## config.mk

```make
export PLATFORM = sky130hd
export DESIGN_NAME = rpn_sequencer
export DESIGN_NICKNAME = d
export VERILOG_FILES = /design/src/rtl/rpn_pkg.sv /design/src/rtl/rpn_depth_check.sv /design/src/rtl/rpn_sequencer.sv
export SDC_FILE = /design/constraint.sdc
export NUM_CORES = 1
export LEC_CHECK = 0
export ABC_AREA = 1
export CAP_MARGIN = 40
export CORE_ASPECT_RATIO = 0.6
export CORE_UTILIZATION = 67
export DETAILED_ROUTE_END_ITERATION = 7
export DONT_BUFFER_PORTS = 1
export HOLD_SLACK_MARGIN = 0.02
export PLACE_DENSITY = 0.83
export SLEW_MARGIN = 40
export SYNTH_ARGS = -nofsm -noshare
export SYNTH_HDL_FRONTEND = slang
export SYNTH_HIERARCHICAL = 1
export SYNTH_SLANG_ARGS = --single-unit
```

## constraint.sdc

```tcl
create_clock -name clk -period 4.9 [get_ports clk]
set_clock_uncertainty 0.05 [all_clocks]
set_input_delay 0.245 -clock clk [delete_from_list [all_inputs] [get_ports clk]]
set_output_delay 0.245 -clock clk [all_outputs]
set_load 0.01 [all_outputs]
```

## src/rtl/rpn_pkg.sv

```systemverilog
// Shared types for the RPN sequencer: FSM states, op codes, instruction layout
// and error codes.
package rpn_pkg;

  typedef enum logic [2:0] {
    IDLE, CLEAR, FETCH, SETUP, STEP, SETTLE, DONE, ERR
  } state_t;

  localparam logic [1:0] OP_NOP = 2'd0;
  localparam logic [1:0] OP_NEG = 2'd1;
  localparam logic [1:0] OP_ADD = 2'd2;
  localparam logic [1:0] OP_MUL = 2'd3;

  localparam logic [1:0] ERR_NONE      = 2'd0;
  localparam logic [1:0] ERR_UNDERFLOW = 2'd1;
  localparam logic [1:0] ERR_OVERFLOW  = 2'd2;

  typedef struct packed {
    logic        push;
    logic [1:0]  op;
    logic [15:0] d;
  } instr_t;

  // Operands an op consumes from the stack.
  function automatic logic [9:0] op_min_depth(input logic [1:0] op);
    case (op)
      OP_NOP:  return 10'd0;
      OP_NEG:  return 10'd1;
      default: return 10'd2;
    endcase
  endfunction

endpackage

```

## src/rtl/rpn_depth_check.sv

```systemverilog
// Combinational legality check of one command against the current stack depth.
module rpn_depth_check
  import rpn_pkg::*;
#(
  parameter int DEPTH = 1000
) (
  input  instr_t     cmd,
  input  logic [9:0] stk_cnt,
  output logic       ok,
  output logic [1:0] code
);

  always_comb begin
    ok   = 1'b1;
    code = ERR_NONE;
    if (cmd.push) begin
      if (stk_cnt >= 10'(DEPTH)) begin
        ok   = 1'b0;
        code = ERR_OVERFLOW;
      end
    end else if (stk_cnt < op_min_depth(cmd.op)) begin
      ok   = 1'b0;
      code = ERR_UNDERFLOW;
    end
  end

endmodule

```

## src/rtl/rpn_sequencer.sv

```systemverilog
// Steps an external RPN stack datapath through a program, 4 cycles per instruction.
// Define RPN_SEQ_DEPTH_CHECK_EN to trap under/overflow before issuing a command.
module rpn_sequencer
  import rpn_pkg::*;
#(
  parameter int PC_W  = 8,
  parameter int DEPTH = 1000
) (
  input  logic            clk,
  input  logic            rst,
  input  logic            start,
  input  logic            abort,
  input  logic [PC_W-1:0] prog_len,
  output logic [PC_W-1:0] instr_addr,
  input  logic [18:0]     instr_data,
  output logic            stk_nrst,
  output logic            stk_step,
  output logic            stk_push,
  output logic [1:0]      stk_op,
  output logic [15:0]     stk_d,
  input  logic [9:0]      stk_cnt,
  input  logic [15:0]     stk_out,
  output logic            busy,
  output logic            done,
  output logic            err,
  output logic [1:0]      err_code,
  output logic [15:0]     result
);

  state_t          state_q, state_d;
  logic [PC_W-1:0] pc_q, pc_d;
  instr_t          cmd_q, cmd_d;
  logic            stk_step_q, stk_step_d;
  logic            stk_nrst_q, stk_nrst_d;
  logic            done_q, done_d;
  logic [15:0]     result_q, result_d;
  logic            err_q, err_d;
  logic [1:0]      err_code_q, err_code_d;
  logic            chk_ok;
  logic [1:0]      chk_code;

  rpn_depth_check #(.DEPTH(DEPTH)) u_depth_check (
    .cmd     (cmd_q),
    .stk_cnt (stk_cnt),
    .ok      (chk_ok),
    .code    (chk_code)
  );

`ifndef RPN_SEQ_DEPTH_CHECK_EN
  logic unused_chk;
  assign unused_chk = ^{chk_ok, chk_code};
`endif

  always_ff @(posedge clk or posedge rst) begin
    if (rst) state_q <= IDLE;
    else     state_q <= state_d;
  end

  always_comb begin
    state_d = state_q;
    case (state_q)
      IDLE:   if (start) state_d = CLEAR;
      CLEAR:  state_d = (prog_len == '0) ? DONE : FETCH;
      FETCH:  state_d = SETUP;
`ifdef RPN_SEQ_DEPTH_CHECK_EN
      SETUP:  state_d = chk_ok ? STEP : ERR;
`else
      SETUP:  state_d = STEP;
`endif
      STEP:   state_d = SETTLE;
      SETTLE: state_d = ((pc_q + PC_W'(1)) == prog_len) ? DONE : FETCH;
      DONE:   state_d = IDLE;
      ERR:    state_d = IDLE;
      default: state_d = IDLE;
    endcase
    // Abort wins over whatever the running instruction would do next.
    if (abort && busy) state_d = IDLE;
  end

  always_comb begin
    busy     = 1'b0;
    stk_push = 1'b0;
    stk_op   = OP_NOP;
    stk_d    = '0;
    case (state_q)
      CLEAR, FETCH: busy = 1'b1;
      SETUP, STEP, SETTLE: begin
        busy     = 1'b1;
        stk_push = cmd_q.push;
        stk_op   = cmd_q.op;
        stk_d    = cmd_q.d;
      end
      default: ;
    endcase
  end

  // Step and stack-clear strobes are registered from the next state so they
  // line up exactly with STEP and CLEAR and come out glitch-free.
  always_comb begin
    pc_d       = pc_q;
    cmd_d      = cmd_q;
    result_d   = result_q;
    err_d      = err_q;
    err_code_d = err_code_q;
    stk_step_d = (state_d == STEP);
    stk_nrst_d = (state_d != CLEAR);
    done_d     = (state_q == DONE);
    case (state_q)
      CLEAR: begin
        pc_d       = '0;
        err_d      = 1'b0;
        err_code_d = ERR_NONE;
      end
      FETCH:  cmd_d = instr_t'(instr_data);
`ifdef RPN_SEQ_DEPTH_CHECK_EN
      SETUP: if (state_d == ERR) begin
        err_d      = 1'b1;
        err_code_d = chk_code;
      end
`endif
      SETTLE: if (state_d != IDLE) pc_d = pc_q + PC_W'(1);
      DONE:   result_d = stk_out;
      default: ;
    endcase
  end

  always_ff @(posedge clk or posedge rst) begin
    if (rst) begin
      pc_q       <= '0;
      cmd_q      <= '0;
      stk_step_q <= 1'b0;
      stk_nrst_q <= 1'b0;
      done_q     <= 1'b0;
      result_q   <= '0;
      err_q      <= 1'b0;
      err_code_q <= ERR_NONE;
    end else begin
      pc_q       <= pc_d;
      cmd_q      <= cmd_d;
      stk_step_q <= stk_step_d;
      stk_nrst_q <= stk_nrst_d;
      done_q     <= done_d;
      result_q   <= result_d;
      err_q      <= err_d;
      err_code_q <= err_code_d;
    end
  end

  assign instr_addr = pc_q;
  assign stk_step   = stk_step_q;
  assign stk_nrst   = stk_nrst_q;
  assign done       = done_q;
  assign result     = result_q;
  assign err        = err_q;
  assign err_code   = err_code_q;

endmodule

```

### Word-level counts from Yosys, hierarchy flattened

Index checks and enable logic that the tools add are counted.

| storage, ports and cells | value |
|---|---|
| memories | 0 |
| ROM bits | 0 |
| bits in writable memories | 0 |
| bits in latches | 0 |
| register bits after elaboration | 49 |
| logic and storage cells | 41 |
| output and inout bits | 50 |
| input port bits | 57 |

| cells by class | value |
|---|---|
| multipliers | 0 |
| $lt $le $gt $ge | 0 |
| $add $sub $neg | 1 |
| shift operators | 0 |
| bitwise gates (word level) | 0 |
| multiplexer cells | 11 |
| equality and inequality tests | 11 |
| reduce and logical (&&, ||, !) cells | 9 |
| div/mod/pow operators | 0 |

Operator list:

| cell | number |
|---|---|
| one-hot mux 3 bit (7 select lines) | 1 |
| two-way mux 16 bit | 1 |
| one-hot mux 8 bit (2 select lines) | 1 |
| == test 3 bit, second input constant | 5 |
| two-way mux 3 bit | 4 |
| adder 8 x 1 -> 8 bit, second input constant | 1 |
| == test 8 bit | 1 |
| logical NOT 8 bit | 1 |
| two-way mux 8 bit | 1 |
| == test 3 x 2 -> 1 bit, second input constant | 2 |
| OR reduction 5 bit | 1 |
| == test 3 x 1 -> 1 bit, second input constant | 1 |
| logical NOT 3 bit | 1 |
| != test 3 x 1 -> 1 bit, second input constant | 1 |
| nonzero test 3 bit | 1 |
| OR reduction 3 bit | 1 |
| two-way mux 1 bit | 2 |
| two-way mux 2 bit | 1 |
| != test 2 bit, second input constant | 1 |
| AND reduction 2 bit | 1 |
| nonzero test 2 bit | 1 |
| OR reduction 2 bit | 1 |
| logical AND 1 bit | 1 |

### Longest topological paths before layout

Gate-level depths: netlist of the first run.

| depth | value |
|---|---|
| word-level depth | 8 |
| gate-level depth with buffers | 16 |
| gate-level depth less buffers | 16 |

### Least setup slack after synthesis of the first run

No wires, ideal clock.

| timing | value |
|---|---|
| path kind | register -> register |
| start point | register pc_q[0] (netlist: instr_addr[0]) |
| end point | register pc_q[4] (netlist: instr_addr[4]) |
| data required time | 4.732 ns |
| period minus slack after synthesis | 1.869 ns |
| setup slack | 3.031 ns |
| cell stages (with the launch flop) | 14 |
| path buffers | 0 |
| data arrival time | 1.701 ns |
| library setup time | 0.118 ns |
| cell sequence | dfrtp_1 ha_1 xnor2_1 nand3_1 nor2_1 nand3_1 nor2_2 nand2_1 nand2_2 nand2_4 nand2_4 nand2_4 nand3_1 nand2_1 |

| between the ends | value |
|---|---|
| word-level cells in the longest chain between the ends | 8 |
| elaborated cells between the ends (all ways) | 10 |
| those cells by class | 1 x add/sub; 2 x eq/ne; 5 x mux; 2 x reduce/logical |

RTL lines:

| what | line | source |
|---|---|---|
| start: declaration | rpn_sequencer.sv:31 | `logic [PC_W-1:0] pc_q, pc_d;` |
| start signal: assignment | rpn_sequencer.sv:138 | `pc_q <= pc_d;` |
| adder 8 x 1 -> 8 bit * | rpn_sequencer.sv:71, rpn_sequencer.sv:121 |  |
| == test 8 bit | rpn_sequencer.sv:71 | `SETTLE: state_d = ((pc_q + PC_W'(1)) == prog_len) ? DONE : FETCH;` |
| two-way mux 3 bit | rpn_sequencer.sv:71 |  |
| one-hot mux 3 bit (7 select lines) | rpn_sequencer.sv:61 | `case (state_q)` |
| two-way mux 3 bit | rpn_sequencer.sv:77 | `if (abort && busy) state_d = IDLE;` |
| nonzero test 3 bit | rpn_sequencer.sv:121 | `SETTLE: if (state_d != IDLE) pc_d = pc_q + PC_W'(1);` |
| != test 2 bit (no line) | -- |  |
| AND reduction 2 bit (no line) | -- |  |

Mark *: on every way between the ends. The rest lies on a longest branch, timed or not. The select of a mux whose other input is x is not followed.
A chain may end at the register's enable or synchronous reset.

### Worst setup path in the final report of the first run

| timing | value |
|---|---|
| start point | register state_q[2] |
| end point | register pc_q[7] (netlist: instr_addr[7]) |

| between the ends | value |
|---|---|
| word-level cells in the longest chain between the ends | 8 |
| elaborated cells between the ends (all ways) | 20 |
| those cells by class | 8 x eq/ne; 5 x mux; 7 x reduce/logical |

RTL lines:

| what | line | source |
|---|---|---|
| start: declaration | rpn_sequencer.sv:30 | `state_t state_q, state_d;` |
| start signal: assignment | rpn_sequencer.sv:56 | `else state_q <= state_d;` |
| == test 3 x 2 -> 1 bit, or another cell as far along | rpn_sequencer.sv:61, rpn_sequencer.sv:85 |  |
| OR reduction 5 bit (no line) | -- |  |
| two-way mux 1 bit | rpn_sequencer.sv:85 | `case (state_q)` |
| logical AND 1 bit | rpn_sequencer.sv:77 |  |
| two-way mux 3 bit | rpn_sequencer.sv:77 |  |
| nonzero test 3 bit | rpn_sequencer.sv:121 |  |
| != test 2 bit (no line) | -- |  |
| AND reduction 2 bit (no line) | -- |  |

Several ways; a longest one is shown, not always the timed one.

==> results by group, run 1 <==
Outcome
  • Status: complete, no violations

Logic synthesis
  • Syn Inst Count: approximately 320
  • Commonest cells post-synth: nand2_1, dfrtp_1, inv_1
  • Top post-synthesis cells by area: dfrtp_1, nand2_1, inv_1
  • Ys flop type: dfrtp_1
  • Synthesized area: 0.00247 mm2
  • Syn_area_per_cell: 7.65 um2
  • Synth cell types: 28
  • Register area share after synthesis: 0.496
  • Post-synth EDFFs: 0
  • Synth Register Bits: 49
  • Yosys warning count: 6
  • Area leader, netlist: dfrtp_1
  • Synth top area share: 0.496
  • Asr flop ratio synth: 1.00
  • Most frequent cell after synthesis: nand2_1

Detailed routing
  • DRT iter0 DRCs: 140
  • DR DRC count: 0
  • DRT Pass-1 Iters: 4
  • Detail Route Antenna Nets: 0
  • Vias per std cell: 5.38
  • DR WL met3: 565 um
  • Wire per inst: between 10 and 15 um
  • Top routing layer in use: met4
  • Routed WL: 5750 um
  • Detail Route met2 WL: 2610 um
  • Metal1 wirelength: roughly 2500 um
  • Vias: 2100

Timing
  • Final Max Tran Viols: 0
  • Slack of the critical path: about 2.3 ns
  • Setup TNS: 0 ns
  • Setup violators final: 0
  • Unrepaired setup endpoints after global routing: false
  • Final critical-path share of the clock period: 0.522
  • Worst rel slew slack: 0.543
  • Fin. Hold Viols: 0
  • Final min period: 2.56 ns
  • Fmax: just under 400 MHz
  • Worst Max-Slew Pin Slew: roughly 0.69 ns

Setup path
  • Worst reg2reg path depth: 13
  • Crit Reg-Reg Endpoint: instr_addr[7]
  • Critical Path, Cell by Cell: clkinv_1 > nor2_2 > nand3_1 > nor2_1 > nand3_1 > nor2_2 > nand2_1 > nand2_2 > nand2_4 > nand2_4 > nand2_4 > nand3_1 > nand2_1
  • Worst EP arrival: about 2.7 ns
  • CP Max Fanout: 11
  • R2R Setup Slk: 2.34 ns
  • Kind of start point of the critical path: flip-flop
  • Crit-path max cell delay: 0.56 ns
  • Data required, critical path: 5.04 ns
  • WP depth: 13
  • Critical setup path kind: flip-flop to flip-flop
  • RR Startpoint: state_q[2]
  • Critical path endpoint category: flip-flop
  • Crit path buffers/inverters: 1
  • Crit-path slowest cell: nor2_2
  • Top delay family on crit path: simple AND/OR/NAND/NOR gates

Placed design
  • Pre-CTS WS: around 2.5 ns
  • Port Buffers: 0
  • Gp weighted congestion: a little under 0.9
  • Placed Instances: 358
  • DPL Wire Length: approximately 3700 um

Power and ir drop
  • Sequential power share: 0.456
  • Worst VDD drop: 0.000395 V
  • Leak: 1.42 nW
  • Combinational cell fraction of total power: 0.356
  • Sw Pwr: 0.666 mW
  • Clock power share: 0.188
  • PD cells: 547 mW/mm2
  • Internal cell power: 0.885 mW
  • Net Sw Frac: 0.429

Min path
  • Hold path depth: 2
  • WHS Endpoint: cmd_q[12]
  • HP Start: instr_data[12]
  • Worst Hold Class: input port to flip-flop

Final layout
  • Register area: roughly 0.0012 mm2
  • ANT cells: 0
  • Fin cells: 390
  • # fillers: 198
  • Ratio of cells with drive above 1 in the final layout: 0.0841
  • Area Growth Syn to Fin: 14.7%
  • Area of the multi-input gates: 0.00103 mm2
  • Final nets: 402

Run
  • Max-Cap Viols: 0

Clock tree
  • CTS root buf: clkbuf_8
  • Longest Clk Path Bufs: 2
  • Clock Latency Late Sink: roughly 0.30 ns
  • Htree depth: 2
  • CTS tree: done
  • Clock transition at the registers of the reported paths: ~0.09 ns
  • Post-CTS Setup Inserts: 0
  • CTS sink cnt: 49
  • TritonCTS Buffers: 5

Floorplanning
  • IO Pins: approximately 110
  • Rows: 16
  • Initial core utilization: 0.730
  • Die Y: a little under 50 um
  • Die W: 80.4 um
  • Core Area: 0.00338 mm2
  • Die footprint: 0.00394 mm2

Global routing
  • GRT Overall Usage: 0.307
  • Grt total ovfl: 0
  • Antenna violations before repair: 0
  • Largest net degree at the start of global routing: 50
  • Vias in the first global route: 1964
  • First-pass GRT wire length: 9010 um
==> power groups by stage <==
stage	clock [mW]	combinational, mW	sequential [mW]
CTS	0.293	0.544	0.706
finish	0.291	0.552	0.708
floorplan	0	0.440	0.683
detailed placement	0	0.524	0.714
global route	0.313	0.623	0.728
global placement	0	0.496	0.709
==> logic make-up (layout without fill, tap and decap cells) <==
| kind of cell | count (synthesis) | count (layout) | synth area share |
|---|---|---|---|
| and+or+nand+nor | 189 | 189 | 0.341 |
| buffers and inverters | 56 | 76 | 0.0942 |
| DFF | 49 | 49 | 0.496 |
| AOI/OAI and AO/OA | 26 | 26 | 0.0587 |
| adders and majority gates | 1 | 1 | 0.00506 |
| other | 1 | 3 | 0.00152 |
| xor gates and xnor gates | 1 | 1 | 0.00354 |
==> sequential cells by signal (all words and copies together) (netlist names) <==
| signal | cells |
|---|---|
| stk_nrst | 1 |
| state_q | 3 |
| stk_step | 1 |
| done | 1 |
| result | 16 |
| instr_addr | 8 |
| cmd_q | 19 |
==> repair_timing <==
item,in CTS,in global routing
gates resized for setup,0,0
hold endpoints to repair,70,2
hold buffers,22,2
==> routing by layer <==
layer,GRT usage,vias up
li1,-,1029
met1,0.407,968
met2,0.489,96
met3,0.0972,7
met4,0.0833,0
met5,0,-
==> area by class of cell <==
cell class / count / area share
clock inverter: 3 / 0.0155
inverter: 43 / 0.0578
multi-input combinational: 220 / 0.362
sequential: 49 / 0.433
clock buffer: 5 / 0.0243
timing repair buffer: 25 / 0.0874
tap: 45 / 0.0199
==> metrics by stage <==
| stage | total power [mW] | utilization | hold slack [ns] | cell area (um2) |
|---|---|---|---|---|
| after floorplan | 1.12 | - | 0.312 | 2480 |
| after CTS | 1.54 | 0.832 | 0.0204 | 2810 |
| after detailed placement | 1.24 | 0.733 | 0.178 | 2480 |
| after global placement | 1.21 | 0.732 | 0.314 | 2480 |
| after global routing | 1.66 | 0.838 | 0.0266 | 2830 |
| final | 1.55 | 0.838 | 0.0240 | 2830 |
==> how the worst max path moves through the flow <==
stage / end / from
final: instr_addr[7] / state_q[2]
after global routing: instr_addr[7] / state_q[2]
after CTS: instr_addr[7] / state_q[2]
after detailed placement: instr_addr[7] / state_q[2]
after global placement: instr_addr[3] / state_q[2]
after floorplan: instr_addr[4] / instr_addr[0]
==> placed cells by master (no fill, tap or decap), types with 2 or more instances in the layout <==
| cell type | count |
|---|---|
| nand2_4 | 3 |
| nor2_1 | 24 |
| nand2_2 | 3 |
| nor4_1 | 2 |
| nand4_1 | 4 |
| a21oi_1 | 3 |
| nand2_1 | 110 |
| o21ai_0 | 19 |
| dlygate4sd3_1 | 24 |
| inv_1 | 40 |
| dfrtp_1 | 49 |
| nand3b_1 | 2 |
| nor2_2 | 6 |
| nor2_4 | 3 |
| clkbuf_8 | 5 |
| conb_1 | 3 |
| nand3_1 | 29 |
==> worst reg2reg max path, cell delays in order, from the launching register on <==
cell and delay, ns:
dfrtp_1 0.51, clkinv_1 0.18, nor2_2 0.56, nand3_1 0.17, nor2_1 0.16, nand3_1 0.10, nor2_2 0.11, nand2_1 0.07
nand2_2 0.08, nand2_4 0.07, nand2_4 0.13, nand2_4 0.11, nand3_1 0.10, nand2_1 0.06
No activity file was read; power rests on OpenSTA's default activity.
==> run 2, diff against run 1 <==
--- a/config.mk
+++ b/config.mk
@@ -8,11 +8,11 @@
 export ABC_AREA = 1
 export CAP_MARGIN = 40
 export CORE_ASPECT_RATIO = 0.6
-export CORE_UTILIZATION = 67
+export CORE_UTILIZATION = 56
 export DETAILED_ROUTE_END_ITERATION = 7
 export DONT_BUFFER_PORTS = 1
 export HOLD_SLACK_MARGIN = 0.02
-export PLACE_DENSITY = 0.83
+export PLACE_DENSITY = 0.74
 export SLEW_MARGIN = 40
 export SYNTH_ARGS = -nofsm -noshare
 export SYNTH_HDL_FRONTEND = slang
==> constraint.sdc (replaced) <==
create_clock -name clk -period 2.15 [get_ports clk]
set_clock_uncertainty 0.05 [all_clocks]
set_input_delay 0.1075 -clock clk [delete_from_list [all_inputs] [get_ports clk]]
set_output_delay 0.1075 -clock clk [all_outputs]
set_load 0.01 [all_outputs]
==> results by group, run 2 (synthesized netlist as in run 1, its figures left out) <==
Outcome
  • Status: complete, no violations (unchanged)

Global routing
  • Grt total ovfl: 0 (unchanged)
  • Antenna violations before repair: 0 (unchanged)
  • Largest net degree at the start of global routing: 50 (unchanged)
  • Vias in the first global route: 1851 (was 1964)
  • First-pass GRT wire length: 8600 um (was 9010 um)
  • GRT Overall Usage: 0.251 (was 0.307)

Setup path
  • Worst EP arrival: 2.09 ns (was 2.70 ns)
  • Critical setup path kind: flip-flop to flip-flop (unchanged)
  • Kind of start point of the critical path: flip-flop (unchanged)
  • Top delay family on crit path: simple AND/OR/NAND/NOR gates (unchanged)
  • Crit-path max cell delay: 0.43 ns (was 0.56 ns)
  • Worst path most repeated cell: nand2_1
  • Crit path buffers/inverters: 2 (was 1)
  • Critical path endpoint category: flip-flop (unchanged)
  • Data required, critical path: 2.30 ns (was 5.04 ns)
  • Critical Path, Cell by Cell: buf_6 > inv_1 > nand2_1 > nand2_1 > nand3_1 > nor2_1 > nand3_1 > nor2_2 > nand2_1 > nand2_2 > nand2_4 > nand2_8 > nand2_8 > nand3_1 > nand2_1 (was clkinv_1 > nor2_2 > nand3_1 > nor2_1 > nand3_1 > nor2_2 > nand2_1 > nand2_2 > nand2_4 > nand2_4 > nand2_4 > nand3_1 > nand2_1)
  • CP Max Fanout: 9 (was 11)
  • Crit-path slowest cell: dfrtp_1 (was nor2_2)

Clock tree
  • CTS sink cnt: 49 (unchanged)
  • CTS root buf: clkbuf_8 (unchanged)
  • Clock transition at the registers of the reported paths: 0.09 ns (about the same)
  • CTS tree: done (unchanged)
  • TritonCTS Buffers: 5 (unchanged)
  • Htree depth: 2 (unchanged)
  • Longest Clk Path Bufs: 2 (unchanged)
  • Clock Latency Late Sink: 0.30 ns (about the same)

Placed design
  • Gp weighted congestion: 0.903 (was 0.878)
  • Port Buffers: 0 (unchanged)
  • DPL Wire Length: 3640 um (was 3680 um)

Power and ir drop
  • Tot Pwr: 3.71 mW (was 1.55 mW)
  • Worst VDD drop: 0.000911 V (was 0.000395 V)
  • Leak: 1.50 nW (was 1.42 nW)
  • PD cells: 1200 mW/mm2 (was 547 mW/mm2)

Floorplanning
  • Die Y: 53.5 um (was 49.0 um)
  • Die W: 87.8 um (was 80.4 um)
  • Core Area: 0.00417 mm2 (was 0.00338 mm2)
  • Initial core utilization: 0.593 (was 0.730)
  • Rows: 18 (was 16)
  • IO Pins: 107 (unchanged)
  • Die footprint: 0.00469 mm2 (was 0.00394 mm2)

Final layout
  • Area Growth Syn to Fin: 25.5% (was 14.7%)
  • Max FFs per register: 19 (unchanged)
  • Final nets: 423 (was 402)
  • Commonest non-fill, non-tap cell in the layout: nand2_1 (unchanged)
  • Ratio of cells with drive above 1 in the final layout: 0.123 (was 0.0841)
  • Reg with most FFs: cmd_q (unchanged)
  • ANT cells: 0 (unchanged)
  • Commonest cells after routing, fill and taps aside: nand2_1, dfrtp_1, inv_1, dlygate4sd3_1, nand3_1 (was nand2_1, dfrtp_1, inv_1, nand3_1)

Detailed routing
  • Routed WL: 6030 um (was 5750 um)
  • Detail Route met2 WL: 2740 um (was 2610 um)
  • Vias: 2142 (was 2100)
  • DR WL met3: 449 um (was 565 um)
  • Top routing layer in use: met4 (unchanged)
  • Vias per std cell: 5.03 (was 5.38)
  • Detail Route Antenna Nets: 0 (unchanged)
  • DRT iter0 DRCs: 71 (was 140)
  • DRT Pass-1 Iters: 4 (unchanged)
  • DR DRC count: 0 (unchanged)
  • Wire per inst: 14.2 um (was 14.8 um)
  • Metal1 wirelength: 2780 um (was 2520 um)

Timing
  • Worst rel slew slack: 0.600 (was 0.543)
  • Final min period: 1.94 ns (was 2.56 ns)
  • Fmax: 515 MHz (was 391 MHz)
  • Final Max Tran Viols: 0 (unchanged)
  • Worst Max-Slew Pin Slew: 0.600 ns (was 0.685 ns)
  • Final critical-path share of the clock period: 0.902 (was 0.522)
  • Unrepaired setup endpoints after global routing: false (unchanged)
  • Fin. Hold Viols: 0 (unchanged)
  • Setup violators final: 0 (unchanged)
  • Setup TNS: 0 ns (unchanged)

Min path
  • Worst Hold Class: input port to flip-flop (unchanged)

Run
  • Max-Cap Viols: 0 (unchanged)
[run 2: through the flow]
stage / area [um2] / hold slack (ns) / cells / setup WS [ns] / utilization
6_report: 3100 / 0.173 / 426 / 0.210 / 0.744
5_1_grt: 3100 / 0.178 / 426 / 0.0121 / 0.744
4_1_cts: 3020 / 0.123 / 424 / 0.0253 / 0.726
3_5_place_dp: 2540 / 0.141 / 379 / 0.0331 / 0.610
3_3_place_gp: 2540 / 0.137 / 379 / 0.100 / 0.610
2_1_floorplan: 2480 / 0.174 / 325 / 0.281 / -
[run 2: final cells by class]
class / instances / area [um2]
clock inverters: 3 / 43.8
multi-input cells: 221 / 1080
clock buffers: 5 / 68.8
inverters: 43 / 161
well taps: 60 / 75.1
repair buffers: 45 / 438
fillers: 315 / 1070
flip-flops and latches: 49 / 1230
[run 2: worst register-to-register path, stage by stage (launching register included)]
cell and delay, ns:
dfrtp_1 0.43, buf_6 0.15, inv_1 0.12, nand2_1 0.07, nand2_1 0.08, nand3_1 0.08
nor2_1 0.11, nand3_1 0.09, nor2_2 0.10, nand2_1 0.06, nand2_2 0.08, nand2_4 0.09
nand2_8 0.11, nand2_8 0.08, nand3_1 0.08, nand2_1 0.05
[run 2: path summary, 6_finish.rpt]
check / cells after the start / from / end / slack, ns
setup / recovery: 15 / instr_addr[0] / instr_addr[3] / 0.21
hold / removal: 2 / start / state_q[0] / 0.17
setup reg to reg: 15 / instr_addr[0] / instr_addr[3] / 0.21
hold reg to reg: 2 / cmd_q[3] / cmd_q[3] / 0.49
max in group asynchronous: 3 / rst / instr_addr[3] / 1.25
min in group asynchronous: 3 / rst / instr_addr[7] / 0.34
[run 2: power by group]
group / internal, mW / switching, mW / total [mW]
sequential: 1.30 / 0.302 / 1.61
combinational: 0.453 / 0.987 / 1.44
clock: 0.349 / 0.312 / 0.661
[run 2: metal layers]
metal  vias up  global-route usage
li1       1078                   -
met1       978               0.327
met2        77               0.402
met3         9              0.0749
met4         0              0.0820
met5         -                   0
[run 2: what timing repair did]
action / in CTS / in global routing
endpoints found under the hold margin: 85 / 0
setup endpoints to repair: 0 / 8
buffers inserted: 0 / 1
hold buffers: 37 / 0
gates resized for setup: 0 / 16
==> run 3, diff against run 2 <==
--- a/config.mk
+++ b/config.mk
@@ -5,7 +5,6 @@
 export SDC_FILE = /design/constraint.sdc
 export NUM_CORES = 1
 export LEC_CHECK = 0
-export ABC_AREA = 1
 export CAP_MARGIN = 40
 export CORE_ASPECT_RATIO = 0.6
 export CORE_UTILIZATION = 56
@@ -13,6 +12,7 @@
 export DONT_BUFFER_PORTS = 1
 export HOLD_SLACK_MARGIN = 0.02
 export PLACE_DENSITY = 0.74
+export REMOVE_ABC_BUFFERS = 1
 export SLEW_MARGIN = 40
 export SYNTH_ARGS = -nofsm -noshare
 export SYNTH_HDL_FRONTEND = slang
==> results by group, run 3 <==
Outcome
  • Status: complete, no violations (unchanged)

Setup path
  • Data required, critical path: 2.30 ns (about the same)
  • Critical Path, Cell by Cell: ha_1 > and3_1 > nand3_1 > xnor2_1 > nand3_1 > o41ai_2 (was buf_6 > inv_1 > nand2_1 > nand2_1 > nand3_1 > nor2_1 > nand3_1 > nor2_2 > nand2_1 > nand2_2 > nand2_4 > nand2_8 > nand2_8 > nand3_1 > nand2_1)
  • CP Max Fanout: 7 (was 9)
  • Worst reg2reg path depth: 6 (was 15)
  • Crit Reg-Reg Endpoint: state_q[2] (was instr_addr[3])
  • Setup crit start: instr_addr[1] (was instr_addr[0])
  • Critical Path End: state_q[2] (was instr_addr[3])
  • Critical path endpoint category: flip-flop (unchanged)
  • Kind of start point of the critical path: flip-flop (unchanged)
  • Worst EP arrival: 2.05 ns (was 2.09 ns)
  • Crit-path slowest cell: dfrtp_1 (unchanged)
  • Critical setup path kind: flip-flop to flip-flop (unchanged)
  • R2R Setup Slk: 0.25 ns (was 0.21 ns)
  • Worst path most repeated cell: nand3_1 (was nand2_1)
  • RR Startpoint: instr_addr[1] (was instr_addr[0])
  • Crit-path max cell delay: 0.48 ns (was 0.43 ns)

Timing
  • Worst Max-Slew Pin Slew: 0.501 ns (was 0.600 ns)
  • Final Max Tran Viols: 0 (unchanged)
  • Setup TNS: 0 ns (unchanged)
  • Worst rel slew slack: 0.664 (was 0.600)
  • Final min period: 1.90 ns (was 1.94 ns)
  • Unrepaired setup endpoints after global routing: false (unchanged)
  • Final critical-path share of the clock period: 0.886 (was 0.902)
  • Setup violators final: 0 (unchanged)
  • Worst Hold Margin: 0.0421 ns (was 0.173 ns)
  • Fmax: 525 MHz (was 515 MHz)
  • Fin. Hold Viols: 0 (unchanged)

Detailed routing
  • Top routing layer in use: met4 (unchanged)
  • Metal1 wirelength: 2500 um (was 2780 um)
  • Wire per inst: 16.8 um (was 14.2 um)
  • Detail Route Antenna Nets: 0 (unchanged)
  • DRT Pass-1 Iters: 4 (unchanged)
  • Routed WL: 5650 um (was 6030 um)
  • DR DRC count: 0 (unchanged)
  • Vias per std cell: 5.49 (was 5.03)
  • DRT iter0 DRCs: 64 (was 71)
  • DR WL met3: 544 um (was 449 um)
  • Vias: 1850 (was 2142)
  • Detail Route met2 WL: 2540 um (was 2740 um)

Placed design
  • Port Buffers: 0 (unchanged)
  • Gp weighted congestion: 0.805 (was 0.903)
  • Placed Instances: 291 (was 379)
  • DPL Wire Length: 3540 um (was 3640 um)
  • Dpl cell area: 0.00242 mm2 (was 0.00254 mm2)

Final layout
  • Final instance area: 0.00289 mm2 (was 0.00310 mm2)
  • Area Growth Syn to Fin: 22.4% (was 25.5%)
  • Commonest non-fill, non-tap cell in the layout: nand2_1 (unchanged)
  • Final nets: 337 (was 423)
  • Ratio of cells with drive above 1 in the final layout: 0.139 (was 0.123)
  • Reg with most FFs: cmd_q (unchanged)
  • Fin cells: 337 (was 426)
  • Max FFs per register: 19 (unchanged)
  • ANT cells: 0 (unchanged)
  • Commonest cells after routing, fill and taps aside: nand2_1, dfrtp_1, dlygate4sd3_1, mux2_2, and2_1 (was nand2_1, dfrtp_1, inv_1, dlygate4sd3_1, nand3_1)
  • # fillers: 255 (was 315)

Logic synthesis
  • Synth cell types: 40 (was 28)
  • Syn Inst Count: 236 (was 323)
  • Yosys warning count: 6 (unchanged)
  • Syn_area_per_cell: 9.99 um2 (was 7.65 um2)
  • Synth Register Bits: 49 (unchanged)
  • Post-synth EDFFs: 0 (unchanged)
  • Synthesized area: 0.00236 mm2 (was 0.00247 mm2)
  • Top post-synthesis cells by area: dfrtp_1, nand2_1, mux2_2 (was dfrtp_1, nand2_1, inv_1)
  • Commonest cells post-synth: nand2_1, dfrtp_1, and2_1, mux2_2, o21ai_0 (was nand2_1, dfrtp_1, inv_1)
  • Synth top area share: 0.520 (was 0.496)
  • Area leader, netlist: dfrtp_1 (unchanged)
  • Asr flop ratio synth: 1.00 (unchanged)
  • Register area share after synthesis: 0.520 (was 0.496)
  • Most frequent cell after synthesis: nand2_1 (unchanged)
  • Ys flop type: dfrtp_1 (unchanged)

Floorplanning
  • Die W: 85.8 um (was 87.8 um)
  • Initial core utilization: 0.613 (was 0.593)
  • Core Area: 0.00385 mm2 (was 0.00417 mm2)
  • Die footprint: 0.00448 mm2 (was 0.00469 mm2)
  • Die Y: 52.3 um (was 53.5 um)
  • IO Pins: 107 (unchanged)
  • Rows: 17 (was 18)

Clock tree
  • Clock Latency Late Sink: 0.30 ns (about the same)
  • Htree depth: 2 (unchanged)
  • Clock transition at the registers of the reported paths: 0.08 ns (was 0.09 ns)
  • Post-CTS sizing: 0 (unchanged)
  • CTS sink cnt: 49 (unchanged)
  • CTS root buf: clkbuf_8 (unchanged)
  • Post-CTS Setup Inserts: 0 (unchanged)
  • CTS tree: done (unchanged)
  • TritonCTS Buffers: 5 (unchanged)
  • Longest Clk Path Bufs: 2 (unchanged)

Min path
  • Worst Hold Class: input port to flip-flop (unchanged)
  • Hold path depth: 3 (was 2)

Global routing
  • Grt total ovfl: 0 (unchanged)
  • Vias in the first global route: 1857 (was 1851)
  • Antenna violations before repair: 0 (unchanged)
  • First-pass GRT wire length: 8970 um (was 8600 um)
  • GRT Overall Usage: 0.270 (was 0.251)
  • Largest net degree at the start of global routing: 24 (was 50)

Run
  • Max-Cap Viols: 0 (unchanged)

Power and ir drop
  • Leak: 1.27 nW (was 1.50 nW)
  • PD cells: 936 mW/mm2 (was 1200 mW/mm2)
  • Worst VDD drop: 0.000636 V (was 0.000911 V)
  • Tot Pwr: 2.70 mW (was 3.71 mW)
-- run 3: cell count changes after synthesis, sizes merged, moves of 5 or more --
cell	change
and2	+19
clkbuf	-5
inv	-39
mux2	+19
nand2	-58
nand3	-25
nor2	-23
o21ai	-8
-- run 3: where the power goes --
group          total, mW  internal, mW  leakage, nW  switching (mW)
logic              0.696         0.361        0.656           0.335
registers           1.47          1.23        0.575           0.245
clock network      0.532         0.231       0.0385           0.302
total               2.70          1.82         1.27           0.882
-- run 3: logic make-up (layout without fill, tap and decap cells) --
kind of cell	after synthesis	count (layout)	share of synthesized area
muxes	20	20	0.0950
AOI/OAI and AO/OA	27	27	0.0748
xor gates and xnor gates	9	9	0.0334
other	1	3	0.00159
and+or+nand+nor	113	113	0.231
adders and majority gates	1	1	0.00530
buffers and inverters	16	58	0.0387
DFF	49	49	0.520
-- run 3: routing by layer --
layer	track usage	up-vias
li1	-	861
met1	0.352	889
met2	0.432	91
met3	0.0898	9
met4	0.0861	0
met5	0	-
-- run 3: worst min-delay path by stage --
stage	start	end	slack, ns
floorplan	abort	state_q[1]	0.13
global placement	rst	cmd_q[18]	-0.09
detailed placement	rst	cmd_q[18]	-0.09
CTS	prog_len[4]	state_q[2]	0.04
global route	prog_len[4]	state_q[2]	0.06
finish	prog_len[4]	state_q[2]	0.04
-- run 3: area by class of cell --
| cell class | count | area, um2 | area share |
|---|---|---|---|
| clock inverter | 1 | 7.51 | 0.00260 |
| tap | 57 | 71.3 | 0.0247 |
| timing repair buffer | 46 | 440 | 0.153 |
| inverter | 4 | 15.0 | 0.00520 |
| sequential | 49 | 1230 | 0.425 |
| clock buffer | 7 | 76.3 | 0.0264 |
| multi-input combinational | 173 | 1050 | 0.364 |
-- run 3: worst max-delay path, delay by kind of cell, from the launching register on --
family          cells  cell delay (ns)
compound gates      1             0.27
fa+ha+maj           1             0.34
xor+xnor            1             0.19
flops               1             0.48
simple gates        3             0.48
-- run 3: per-stage QoR --
stage / worst slack, ns / util
3_5_place_dp: 0.279 / 0.630
5_1_grt: 0.139 / 0.750
6_report: 0.246 / 0.750
3_3_place_gp: 0.323 / 0.630
2_1_floorplan: 0.0816 / -
4_1_cts: 0.257 / 0.750
-- run 3: repair_timing --
| item | CTS | global route |
|---|---|---|
| hold buffers | 38 | 0 |
| setup endpoints to repair | 0 | 0 |
| hold endpoints to repair | 89 | 0 |
